--- src/rtl/pc_gen_if.sv ---
// pc_gen_if: fetch handshake between pc_gen (master) and the IF stage (slave)
//   pc_valid_o  pc_o holds a fetch request
//   pc_ready_i  IF accepts pc_o this cycle
//   pc_o        current fetch PC
interface pc_gen_if #(parameter int XLEN = 64);
  logic            pc_valid_o;
  logic            pc_ready_i;
  logic [XLEN-1:0] pc_o;
  modport master (output pc_valid_o, output pc_o, input pc_ready_i);
  modport slave  (input pc_valid_o, input pc_o, output pc_ready_i);
endinterface

--- src/rtl/pc_gen.sv ---
// pc_gen: fetch PC register with boot/run/halt FSM, trap > EX > sequential next-PC
//   clock, reset (async active-low); fif: fetch handshake (pc_gen_if.master)
//   ex_*/branch_i/b_flag_i/jump_i/offset_i/rs1_i: EX redirect; trap_i/trap_pc_i: trap redirect
//   halt_i: sticky stop; misalign_o/misalign_addr_o: misaligned EX target report
//   PC_GEN_PERF_CNT_EN adds fetch_cnt_o / redirect_cnt_o
module pc_gen #(
  parameter int          XLEN     = 64,
  parameter logic [63:0] RESET_PC = 64'h8000_0000,
  parameter int          C_EXT    = 0,
  parameter int          SEQ_STEP = 4
) (
  input  logic            clock,
  input  logic            reset,
  pc_gen_if.master        fif,
  input  logic            ex_valid_i,
  input  logic            branch_i,
  input  logic            b_flag_i,
  input  logic [1:0]      jump_i,
  input  logic [XLEN-1:0] ex_pc_i,
  input  logic [XLEN-1:0] offset_i,
  input  logic [XLEN-1:0] rs1_i,
  input  logic            trap_i,
  input  logic [XLEN-1:0] trap_pc_i,
  input  logic            halt_i,
  output logic            misalign_o,
  output logic [XLEN-1:0] misalign_addr_o
`ifdef PC_GEN_PERF_CNT_EN
  ,
  output logic [63:0]     fetch_cnt_o,
  output logic [63:0]     redirect_cnt_o
`endif
);
  typedef enum logic [1:0] {BOOT, RUN, HALT} state_t;
  state_t          r_state;
  logic [XLEN-1:0] r_pc;
  logic            r_valid;
  logic            r_mis;
  logic [XLEN-1:0] r_mis_addr;
  logic            w_jalr;
  logic            w_ex_take;
  logic [XLEN-1:0] w_sum;
  logic [XLEN-1:0] w_target;
  logic            w_mis;
  logic            w_fire;
  logic            w_act;
  assign w_jalr    = jump_i == 2'b01;
  assign w_ex_take = ex_valid_i & ((branch_i & b_flag_i) | w_jalr | (jump_i == 2'b10));
  assign w_sum     = offset_i + (w_jalr ? rs1_i : ex_pc_i);
  assign w_target  = {w_sum[XLEN-1:1], w_sum[0] & ~w_jalr};
  assign w_mis     = (C_EXT == 0) && w_target[1];
  assign w_fire    = r_valid & fif.pc_ready_i;
  // redirects and sequential steps only act in RUN when not halting this cycle
  assign w_act     = (r_state == RUN) & ~halt_i;
  always_ff @(posedge clock or negedge reset) begin
    if (!reset) begin
      r_state    <= BOOT;
      r_pc       <= RESET_PC[XLEN-1:0];
      r_valid    <= 1'b0;
      r_mis      <= 1'b0;
      r_mis_addr <= '0;
    end else begin
      r_mis <= 1'b0;
      case (r_state)
        BOOT: begin
          r_state <= RUN;
          r_valid <= 1'b1;
        end
        RUN: begin
          if (halt_i) begin
            r_state <= HALT;
            r_valid <= 1'b0;
          end else if (trap_i) r_pc <= trap_pc_i;
          else if (w_ex_take && !w_mis) r_pc <= w_target;
          else if (w_fire) r_pc <= r_pc + XLEN'(SEQ_STEP);
          // misaligned EX target: report it, redirect suppressed above
          if (w_act && !trap_i && w_ex_take && w_mis) begin
            r_mis      <= 1'b1;
            r_mis_addr <= w_target;
          end
        end
        default: r_valid <= 1'b0;
      endcase
    end
  end
  assign fif.pc_o       = r_pc;
  assign fif.pc_valid_o = r_valid;
  assign misalign_o      = r_mis;
  assign misalign_addr_o = r_mis_addr;
`ifdef PC_GEN_PERF_CNT_EN
  logic [63:0] r_fetch_cnt;
  logic [63:0] r_redir_cnt;
  always_ff @(posedge clock or negedge reset) begin
    if (!reset) begin
      r_fetch_cnt <= '0;
      r_redir_cnt <= '0;
    end else begin
      if (w_fire) r_fetch_cnt <= r_fetch_cnt + 64'd1;
      if (w_act && (trap_i || (w_ex_take && !w_mis))) r_redir_cnt <= r_redir_cnt + 64'd1;
    end
  end
  assign fetch_cnt_o    = r_fetch_cnt;
  assign redirect_cnt_o = r_redir_cnt;
`endif
endmodule
--- src/flat_wrapper.sv ---
// flat-port wrapper written by rule: the top's interface ports become plain ports
module pc_gen_flat 
#(
  parameter int          XLEN     = 64,
  parameter logic [63:0] RESET_PC = 64'h8000_0000,
  parameter int          C_EXT    = 0,
  parameter int          SEQ_STEP = 4
)
  (clock, reset, ex_valid_i, branch_i, b_flag_i, jump_i, ex_pc_i, offset_i, rs1_i, trap_i, trap_pc_i, halt_i, misalign_o, misalign_addr_o, fif_pc_valid_o, fif_pc_o, fif_pc_ready_i);
  pc_gen_if #(.XLEN(XLEN)) fif_i ();
  input  logic clock;
  input  logic reset;
  input  logic ex_valid_i;
  input  logic branch_i;
  input  logic b_flag_i;
  input  logic [1:0] jump_i;
  input  logic [XLEN-1:0] ex_pc_i;
  input  logic [XLEN-1:0] offset_i;
  input  logic [XLEN-1:0] rs1_i;
  input  logic trap_i;
  input  logic [XLEN-1:0] trap_pc_i;
  input  logic halt_i;
  output logic misalign_o;
  output logic [XLEN-1:0] misalign_addr_o;
  output wire logic [$bits(fif_i.pc_valid_o)-1:0] fif_pc_valid_o;
  output wire logic [$bits(fif_i.pc_o)-1:0] fif_pc_o;
  input wire logic [$bits(fif_i.pc_ready_i)-1:0] fif_pc_ready_i;
  assign fif_pc_valid_o = fif_i.pc_valid_o;
  assign fif_pc_o = fif_i.pc_o;
  assign fif_i.pc_ready_i = fif_pc_ready_i;
  pc_gen #(.XLEN(XLEN), .RESET_PC(RESET_PC), .C_EXT(C_EXT), .SEQ_STEP(SEQ_STEP)) u_core (.clock(clock), .reset(reset), .fif(fif_i), .ex_valid_i(ex_valid_i), .branch_i(branch_i), .b_flag_i(b_flag_i), .jump_i(jump_i), .ex_pc_i(ex_pc_i), .offset_i(offset_i), .rs1_i(rs1_i), .trap_i(trap_i), .trap_pc_i(trap_pc_i), .halt_i(halt_i), .misalign_o(misalign_o), .misalign_addr_o(misalign_addr_o));
endmodule
--- config.mk ---
export PLATFORM = sky130hd
export DESIGN_NAME = pc_gen_flat
export DESIGN_NICKNAME = d
export VERILOG_FILES = /design/src/rtl/pc_gen_if.sv /design/src/rtl/pc_gen.sv /design/src/flat_wrapper.sv
export SDC_FILE = /design/constraint.sdc
export NUM_CORES = 1
export LEC_CHECK = 0
export ABC_AREA = 1
export CORE_UTILIZATION = 35
export CTS_CLUSTER_SIZE = 25
export DETAILED_ROUTE_END_ITERATION = 7
export GPL_ROUTABILITY_DRIVEN = 0
export PLACE_DENSITY_LB_ADDON = 0.15
export SYNTH_ARGS = -nofsm -noshare
export SYNTH_HDL_FRONTEND = slang
export SYNTH_SLANG_ARGS = --single-unit
export TNS_END_PERCENT = 100
--- constraint.sdc ---
create_clock -name clock -period 2.39 [get_ports clock]
set_input_delay 0.5975 -clock clock [delete_from_list [all_inputs] [get_ports clock]]
set_output_delay 0.5975 -clock clock [all_outputs]
set_load 0.005 [all_outputs]
# == Yosys cells after proc, flatten, opt, wreduce, memory -nomap -nowiden ==
# Index checks and enable logic that the tools add are counted.
# totals
n_memories,0
mem_bits_ro,0
regBits,132
latch_bits,0
ramBits,0
inputBits,266
# op_classes
n_shift,0
bitwise,9
add_sub_neg,2
magnitude_cmp,0
eq_ne,4
mul,0
n_mux,10
n_div,0
n_reduce_logical,12
# ops
operator,n
$mux W64,4
$add A64 B3 Y64 const B,1
$add A64 B64 Y64,1
$and A1 B1 Y1,5
$eq A2 B1 Y1 const B,2
$logic_and A1 B1 Y1,4
$pmux W2 S2,1
$reduce_and A2 Y1,2
$mux W1,3
$reduce_and A3 Y1,1
$reduce_bool A3 Y1,1
$eq A2 B2 Y1 const B,1
$logic_not A1 Y1,2
$logic_not A2 Y1,1
$mux W2,1
$ne A2 B2 Y1 const B,1
$not A1 Y1,2
$or A1 B1 Y1,2
$pmux W1 S2,1
$reduce_bool A2 Y1,1

# == Depth between registers and ports, before layout ==
# Gate-level depths: netlist of the first run.
# logic_depth
word_depth,8
ltp_mapped,23
ltp_nobuf,21

# == Least setup slack after synthesis of the first run ==
# No wires, ideal clock.
# synth_timing
path_type,input to register
from,input jump_i[1]
to,register u_core.r_mis_addr[32] (netlist: u_core.misalign_addr_o[32])
n_path_buf,4
t_arrival_ns,3.289
t_required_ns,2.272
slack_ns,-1.017
cell_stages,14
setup_time_ns,0.118
cell_sequence,inv_1 -> nand2_1 -> buf_1 -> buf_2 -> mux2_2 -> ha_1 -> fa_1 -> inv_1 -> nor4_4 -> inv_2 -> clkbuf_1 -> buf_2 -> nand2_1 -> nand2_1
# synth_between
word_cells_on_any_way,10
# synth_lines
item,line_no,rtl
from (decl),flat_wrapper.sv:16,input logic [1:0] jump_i;
$eq A2 B1 Y1,pc_gen.sv:46,assign w_jalr = jump_i == 2'b01;
$mux W64,pc_gen.sv:48,assign w_sum = offset_i + (w_jalr ? rs1_i : ex_pc_i);
$add A64 B64 Y64,pc_gen.sv:48,
net u_core.w_sum[1],pc_gen.sv:41,logic [XLEN-1:0] w_sum;
$logic_and A1 B1 Y1,pc_gen.sv:76,if (w_act && !trap_i && w_ex_take && w_mis) begin
$reduce_and A2 Y1 (no source line),n/a,
to (signal assigned),pc_gen.sv:78,r_mis_addr <= w_target;
to (decl),pc_gen.sv:38,logic [XLEN-1:0] r_mis_addr;
# The timed path passes the listed nets, and every way through them passes these cells.
# A chain may end at the register's enable or synchronous reset.

# == Final worst setup path of the first run ==
# layout_timing
from,input jump_i[1]
to,register u_core.r_pc[53] (netlist: u_core.fif.pc_o[53])
# layout_between
elab_chain_len,7
word_cells_on_any_way,13
# layout_lines
item,line_no,rtl
$eq A2 B1 Y1,pc_gen.sv:46,
$mux W64 or $or A1 B1 Y1 (tied branches),"pc_gen.sv:48, pc_gen.sv:47",
$add A64 B64 Y64 or $or A1 B1 Y1 (tied branches),"pc_gen.sv:48, pc_gen.sv:47",
$logic_not A1 Y1 or $and A1 B1 Y1 (tied branches),"pc_gen.sv:73, pc_gen.sv:47",
$logic_and A1 B1 Y1,pc_gen.sv:73,else if (w_ex_take && !w_mis) r_pc <= w_target;
$reduce_bool A3 Y1 (no source line) or $mux W64 (tied branches),n/a,
$reduce_and A3 Y1 (no source line) or $mux W64 (tied branches),n/a,
to (signal assigned),pc_gen.sv:72,end else if (trap_i) r_pc <= trap_pc_i;
to (signal assigned),pc_gen.sv:73,
to (signal assigned),pc_gen.sv:74,else if (w_fire) r_pc <= r_pc + XLEN'(SEQ_STEP);
to (decl),pc_gen.sv:35,logic [XLEN-1:0] r_pc;
# Parallel ways exist; a longest one is shown, timed or not.

==> results of run 1 <==
==> layer usage <==
layer  vias to the layer above  share of wire  GRT usage
met3                       237          0.091    0.06280
met5                         -        0.00015          0
met4                         2          0.057     0.1625
met1                      8955           0.38     0.4215
li1                       8994              -          -
met2                      1101           0.47     0.5577
==> logic make-up (layout without fill, tap and decap cells) <==
group | Yosys count | in the layout | share of synthesized area
buffers and inverters | 382 | 1121 | 0.1035
flip-flops | 132 | 132 | 0.2324
AO/OA/AOI/OAI | 270 | 270 | 0.1048
XOR/XNOR | 54 | 54 | 0.03327
multiplexers | 64 | 64 | 0.05061
AND/OR/NAND/NOR | 1380 | 1382 | 0.4123
adder cells (fa/ha/maj) | 71 | 71 | 0.06302
other | 0 | 1 | 0
==> metrics by stage <==
step,instances,utilization,power (mW)
final,3620,0.6569,9.718
after global routing,3620,0.6569,10.08
after CTS,3596,0.6104,9.128
after detailed placement,3521,0.5308,5.838
after global placement,3521,0.5308,5.818
after floorplan,2353,-,3.861
==> flip-flops by register name, summed over array words and instances (netlist names) <==
name	flops
u_core.fif.pc_o	64
u_core.misalign_addr_o	64
u_core.r_state	2
u_core.fif.pc_valid_o	1
u_core.misalign_o	1
==> worst max-delay path by stage <==
| stage | start | endpoint | slack (ps) | depth (start not counted) |
|---|---|---|---|---|
| 2_1_floorplan | jump_i[1] | u_core.fif.pc_o[29] | -520 | 16 |
| 3_3_place_gp | jump_i[1] | u_core.fif.pc_o[57] | -1790 | 19 |
| 3_5_place_dp | jump_i[1] | u_core.fif.pc_o[57] | -1870 | 19 |
| 4_1_cts | jump_i[1] | u_core.fif.pc_o[32] | -410 | 18 |
| 5_1_grt | jump_i[1] | u_core.fif.pc_o[57] | -550 | 20 |
| 6_report | jump_i[1] | u_core.fif.pc_o[53] | -470 | 18 |
==> repair_timing <==
item | in CTS | in global routing
setup endpoints to repair | 129 | 129
pin swaps | 88 | 101
buffers inserted | 37 | 21
gates cloned | 14 | 9
gates resized for setup | 458 | 398
==> critical path: cells and delay by family <==
family | cells | cell delay (ps)
simple gates | 11 | 1430
buf+inv | 5 | 600
fa+ha+maj | 1 | 280
mux | 1 | 310
==> power by group <==
part	internal, mW	switching, mW
registers	2.24	0
logic	2.23	2.53
clock network	1.67	1.06
total	6.13	3.59
==> layout make-up <==
class | instances | area share
multi-input cells | 1841 | 0.4863
repair buffers | 761 | 0.2892
inverters | 328 | 0.04987
diodes | 1 | 0.00009544
clock buffers | 23 | 0.01899
flip-flops and latches | 132 | 0.1260
clock inverters | 8 | 0.003770
well taps | 525 | 0.02505
repair inverters | 1 | 0.0007635
==> cell usage in the layout, fill, tap and decap left out, types with 25 or more instances in the layout <==
master                            instances
sky130_fd_sc_hd__nand2_1                606
sky130_fd_sc_hd__clkbuf_16               25
sky130_fd_sc_hd__dfrtp_1                131
sky130_fd_sc_hd__nand3_2                 54
sky130_fd_sc_hd__nor2_2                  64
sky130_fd_sc_hd__nand2_2                156
sky130_fd_sc_hd__buf_12                  30
sky130_fd_sc_hd__a21oi_1                 50
sky130_fd_sc_hd__clkdlybuf4s50_1        391
sky130_fd_sc_hd__mux2_2                  41
sky130_fd_sc_hd__ha_4                    63
sky130_fd_sc_hd__nor2_1                 191
sky130_fd_sc_hd__buf_4                  278
sky130_fd_sc_hd__inv_1                  296
sky130_fd_sc_hd__a21oi_2                 43
sky130_fd_sc_hd__nor2_4                  38
sky130_fd_sc_hd__o21ai_1                 39
sky130_fd_sc_hd__buf_6                   33
sky130_fd_sc_hd__nor3_1                  32
sky130_fd_sc_hd__nand2_4                 45
sky130_fd_sc_hd__o21ai_2                 29
sky130_fd_sc_hd__nand3_1                 91
sky130_fd_sc_hd__o21ai_0                 29
sky130_fd_sc_hd__nand4_1                 32
==> results by group, run 1 <==
Run status
  • Outcome: finished, violations left
  • Failing checks: negative setup slack

Final layout
  • Final Instance Area: roughly 26000 µm²
  • Reg area: approximately 3300 µm²
  • Multi-input gate area in the final layout: around 13000 µm²
  • Final layout net count: around 3400
  • Fraction of final layout cells with drive strength greater than 1: 0.3539
  • FILL cells: 3337
  • Area growth, synth to finish: 84.44%

Timing
  • Tightest slew margin relative to the limit: 0.5761
  • Final critical path time including I/O delays and setup: around 2900 ps
  • Unrepaired setup endpoints after global routing: true
  • PnR worst setup slack: -471.5 ps
  • Transition time at the pin with the least slew margin: 632.4 ps
  • Clock tree skew after final layout: about 11 ps
  • Final worst path period share: 1.197
  • FMAX: 349.5 MHz
  • Max-slew violation count: 0
  • Final-report hold violation count: 0
  • Count of final setup violators: 129
  • Accumulated negative setup slack: -47540 ps
  • Smallest hold slack: between 80 and 90 ps

Worst setup path
  • Most frequent cell on the critical path: sky130_fd_sc_hd__buf_12
  • Data arrival time at the worst-slack endpoint: between 3000 and 4000 ps
  • End of the worst register-to-register path: u_core.fif.pc_o[54]
  • FF-to-FF Start: u_core.fif.pc_o[21]
  • Required time of the critical path: 2760 ps
  • Flop-to-flop setup slack: around 50 ps
  • Worst Setup End Kind: flop
  • Startpoint types: input pin
  • WS Path Type: in2reg
  • Cell with the largest stage delay on the worst path: sky130_fd_sc_hd__mux2_4
  • Delay of the slowest critical-path stage: just over 300 ps
  • Reg2Reg Depth: 11
  • Critical path peak fanout: 7
  • Cells along the critical path: buf_12 > inv_16 > nand2_8 > buf_12 > buf_12 > mux2_4 > ha_4 > buf_6 > nand2_4 > nor2_4 > nand2_2 > nor3_4 > nand3_2 > nand2_1 > nand2_2 > nand3_4 > nand3_2 > nand2_1

Global route
  • Number of global-route vias before repair: between 15000 and 20000
  • Overflow left after global routing: 0
  • Overall routing resource usage: 0.3373
  • Pin count of the biggest net entering global routing: 56
  • Wire length of the first global-routing pass: roughly 110 mm
  • Number of antenna violations at the first check in global routing: 3

Routing
  • Final antenna-violating net count: 0
  • Per-cell routed wire length: 20.23 µm
  • Violation count after the first detailed-route iteration: between 1500 and 2000
  • DR DRC count: 0
  • Detailed-routing iteration count for the pre-antenna-repair pass: 8
  • Total routed wirelength: ~73 mm
  • Via count normalized by instance count: about 5.3
  • Vias: between 15000 and 20000

Pwr
  • Leakage power summed over all cells: 11.99 nW
  • Power Dens Cells: approximately 370 nW/µm²
  • Maximum ir drop on the vdd rail: 0.3889 mV

Die
  • Core area: roughly 40000 µm²
  • Width of the die: ~200 µm
  • Effective utilization at floorplan: 0.3562
  • Die Outline Area: between 40000 and 50000 µm²
  • Chip Height: 203.5 µm
  • Count of boundary I/O pins: 396
  • Placement Rows: 73

Clock network
  • Clock insertion delay at the later pin of the skew report: between 400 and 500 ps
  • H-tree level count: 4
  • CTS clock-pin slew for the worst setup and hold paths: 60 ps
  • TritonCTS clock tree: done
  • Number of buffers inserted during clock tree synthesis: 17
  • Total of hold buffers inserted after clock tree synthesis: 0
  • Root Buffer Master: sky130_fd_sc_hd__clkbuf_16
  • Total number of clock tree sinks: 132
  • Max Buffers Root-to-Sink: 2

Yosys
  • Portion of the post-synthesis area used by sequential elements: 0.2324
  • Top-area cell type share of the netlist area: 0.2306
  • Synthesis-stage register bit count: between 100 and 150
  • Post-synth ARST share: 1.000
  • Most numerous cell types in the synthesized netlist: sky130_fd_sc_hd__nand2_1, sky130_fd_sc_hd__inv_1, sky130_fd_sc_hd__nor2_1
  • Cell type contributing the most total cell area after synthesis: sky130_fd_sc_hd__dfrtp_1
  • Mapped Area: between 10000 and 15000 µm²
  • Most area-consuming cells after synthesis: sky130_fd_sc_hd__dfrtp_1, sky130_fd_sc_hd__nand2_1, sky130_fd_sc_hd__inv_1
  • Most used flip-flop cell after synthesis: sky130_fd_sc_hd__dfrtp_1
  • Syn Inst Count: around 2400
  • Count of unique library cells instantiated by Yosys: 47
  • Post-synth EDFFs: 0
  • Most common cell in the netlist: sky130_fd_sc_hd__nand2_1
  • Average footprint of a synthesized cell: just over 6 µm²
  • Synth Net Count: around 2700
  • Synth Warn #: 0

Place
  • Placed cell areas: 21190 µm²
  • HPWL Detailed: between 50 and 60 mm
  • Worst slack, placed: -1868 ps
  • Number of buffers inserted by port buffering: approximately 400

Job
  • Number of violations of the max-capacitance limit: 0

Hold path
  • Min-Delay Path Class: in2async
Note: power is estimated with default switching activity, not from simulation.
==> run 2: changes to the inputs <==
--- a/config.mk
+++ b/config.mk
@@ -6,7 +6,7 @@
 export NUM_CORES = 1
 export LEC_CHECK = 0
 export ABC_AREA = 1
-export CORE_UTILIZATION = 35
+export CORE_UTILIZATION = 50
 export CTS_CLUSTER_SIZE = 25
 export DETAILED_ROUTE_END_ITERATION = 7
 export GPL_ROUTABILITY_DRIVEN = 0
==> run 2 against run 1 <==
Compared with the run above:
- the run now fails in global routing (5_1_grt)
- synthesized cell count unchanged
- area after synthesis unchanged
==> results by group, run 2 <==
Place
  • HPWL Detailed: 50.84 mm
  • Number of buffers inserted by port buffering: just under 400
  • Placed cell areas: 20620 µm²

Die
  • Effective utilization at floorplan: 0.5103
  • Width of the die: roughly 170 µm
  • Count of boundary I/O pins: 396
  • Placement Rows: 61
  • Chip Height: ~170 µm

Yosys
  • Average footprint of a synthesized cell: 6.042 µm²
  • Post-synth ARST share: 1.000
  • Most area-consuming cells after synthesis: sky130_fd_sc_hd__dfrtp_1, sky130_fd_sc_hd__nand2_1, sky130_fd_sc_hd__inv_1
  • Synthesis-stage register bit count: 132
  • Cell type contributing the most total cell area after synthesis: sky130_fd_sc_hd__dfrtp_1
  • Most used flip-flop cell after synthesis: sky130_fd_sc_hd__dfrtp_1
  • Most common cell in the netlist: sky130_fd_sc_hd__nand2_1
  • Syn Inst Count: roughly 2400
  • Synth Warn #: 0
  • Top-area cell type share of the netlist area: 0.2306
  • Count of unique library cells instantiated by Yosys: 47
  • Synth Net Count: 2690
  • Mapped Area: about 14000 µm²
  • Portion of the post-synthesis area used by sequential elements: 0.2324
  • Post-synth EDFFs: 0
  • Most numerous cell types in the synthesized netlist: sky130_fd_sc_hd__nand2_1, sky130_fd_sc_hd__inv_1, sky130_fd_sc_hd__nor2_1

Run status
  • Halt Stage: global routing (5_1_grt)
  • Outcome: aborted with a tool error
  • First error: [ERROR GRT-0232] Routing congestion too high. Check the congestion heatmap in the GUI.

Clock network
  • Max Buffers Root-to-Sink: 2
  • Root Buffer Master: sky130_fd_sc_hd__clkbuf_16
  • Number of buffers inserted during clock tree synthesis: 17
  • Total of hold buffers inserted after clock tree synthesis: 0
  • Total number of clock tree sinks: about 130
  • H-tree level count: 4

Timing
  • Last reported worst endpoint of the global-route repair pass: u_core.fif.pc_o[14]$_DFFE_PN0P_/D
  • Worst EP Category: register data pin

Global route
  • Overall routing resource usage: 0.8977
  • Pin count of the biggest net entering global routing: 60
  • Overflow left after global routing: around 670
==> run 2: layer usage <==
metal  overflow  track usage
met4        234        1.014
met2        411        1.050
met3         11       0.7659
met5          6       0.4922
met1          7       0.8461
==> run 2: cell families after synthesis <==
logic type,Yosys count,synth area share
AOI/OAI and AO/OA,270,0.1048
DFF,132,0.2324
and+or+nand+nor,1380,0.4123
buffers and inverters,382,0.1035
adders and majority gates,71,0.06302
muxes,64,0.05061
xor gates and xnor gates,54,0.03327
==> run 2: what timing repair did <==
action | in CTS
cloned | 12
endpoints found under the hold margin | 0
setup endpoints to repair | 129
pin swaps | 72
gates resized for setup | 387
setup buffers | 22
==> run 2: metrics by stage <==
step,utilization,std cells,setup WS [ps]
CTS,0.8415,3392,-357.5
global placement,0.7404,3329,-1768
floorplan,-,2353,-523.1
detailed placement,0.7404,3329,-1837
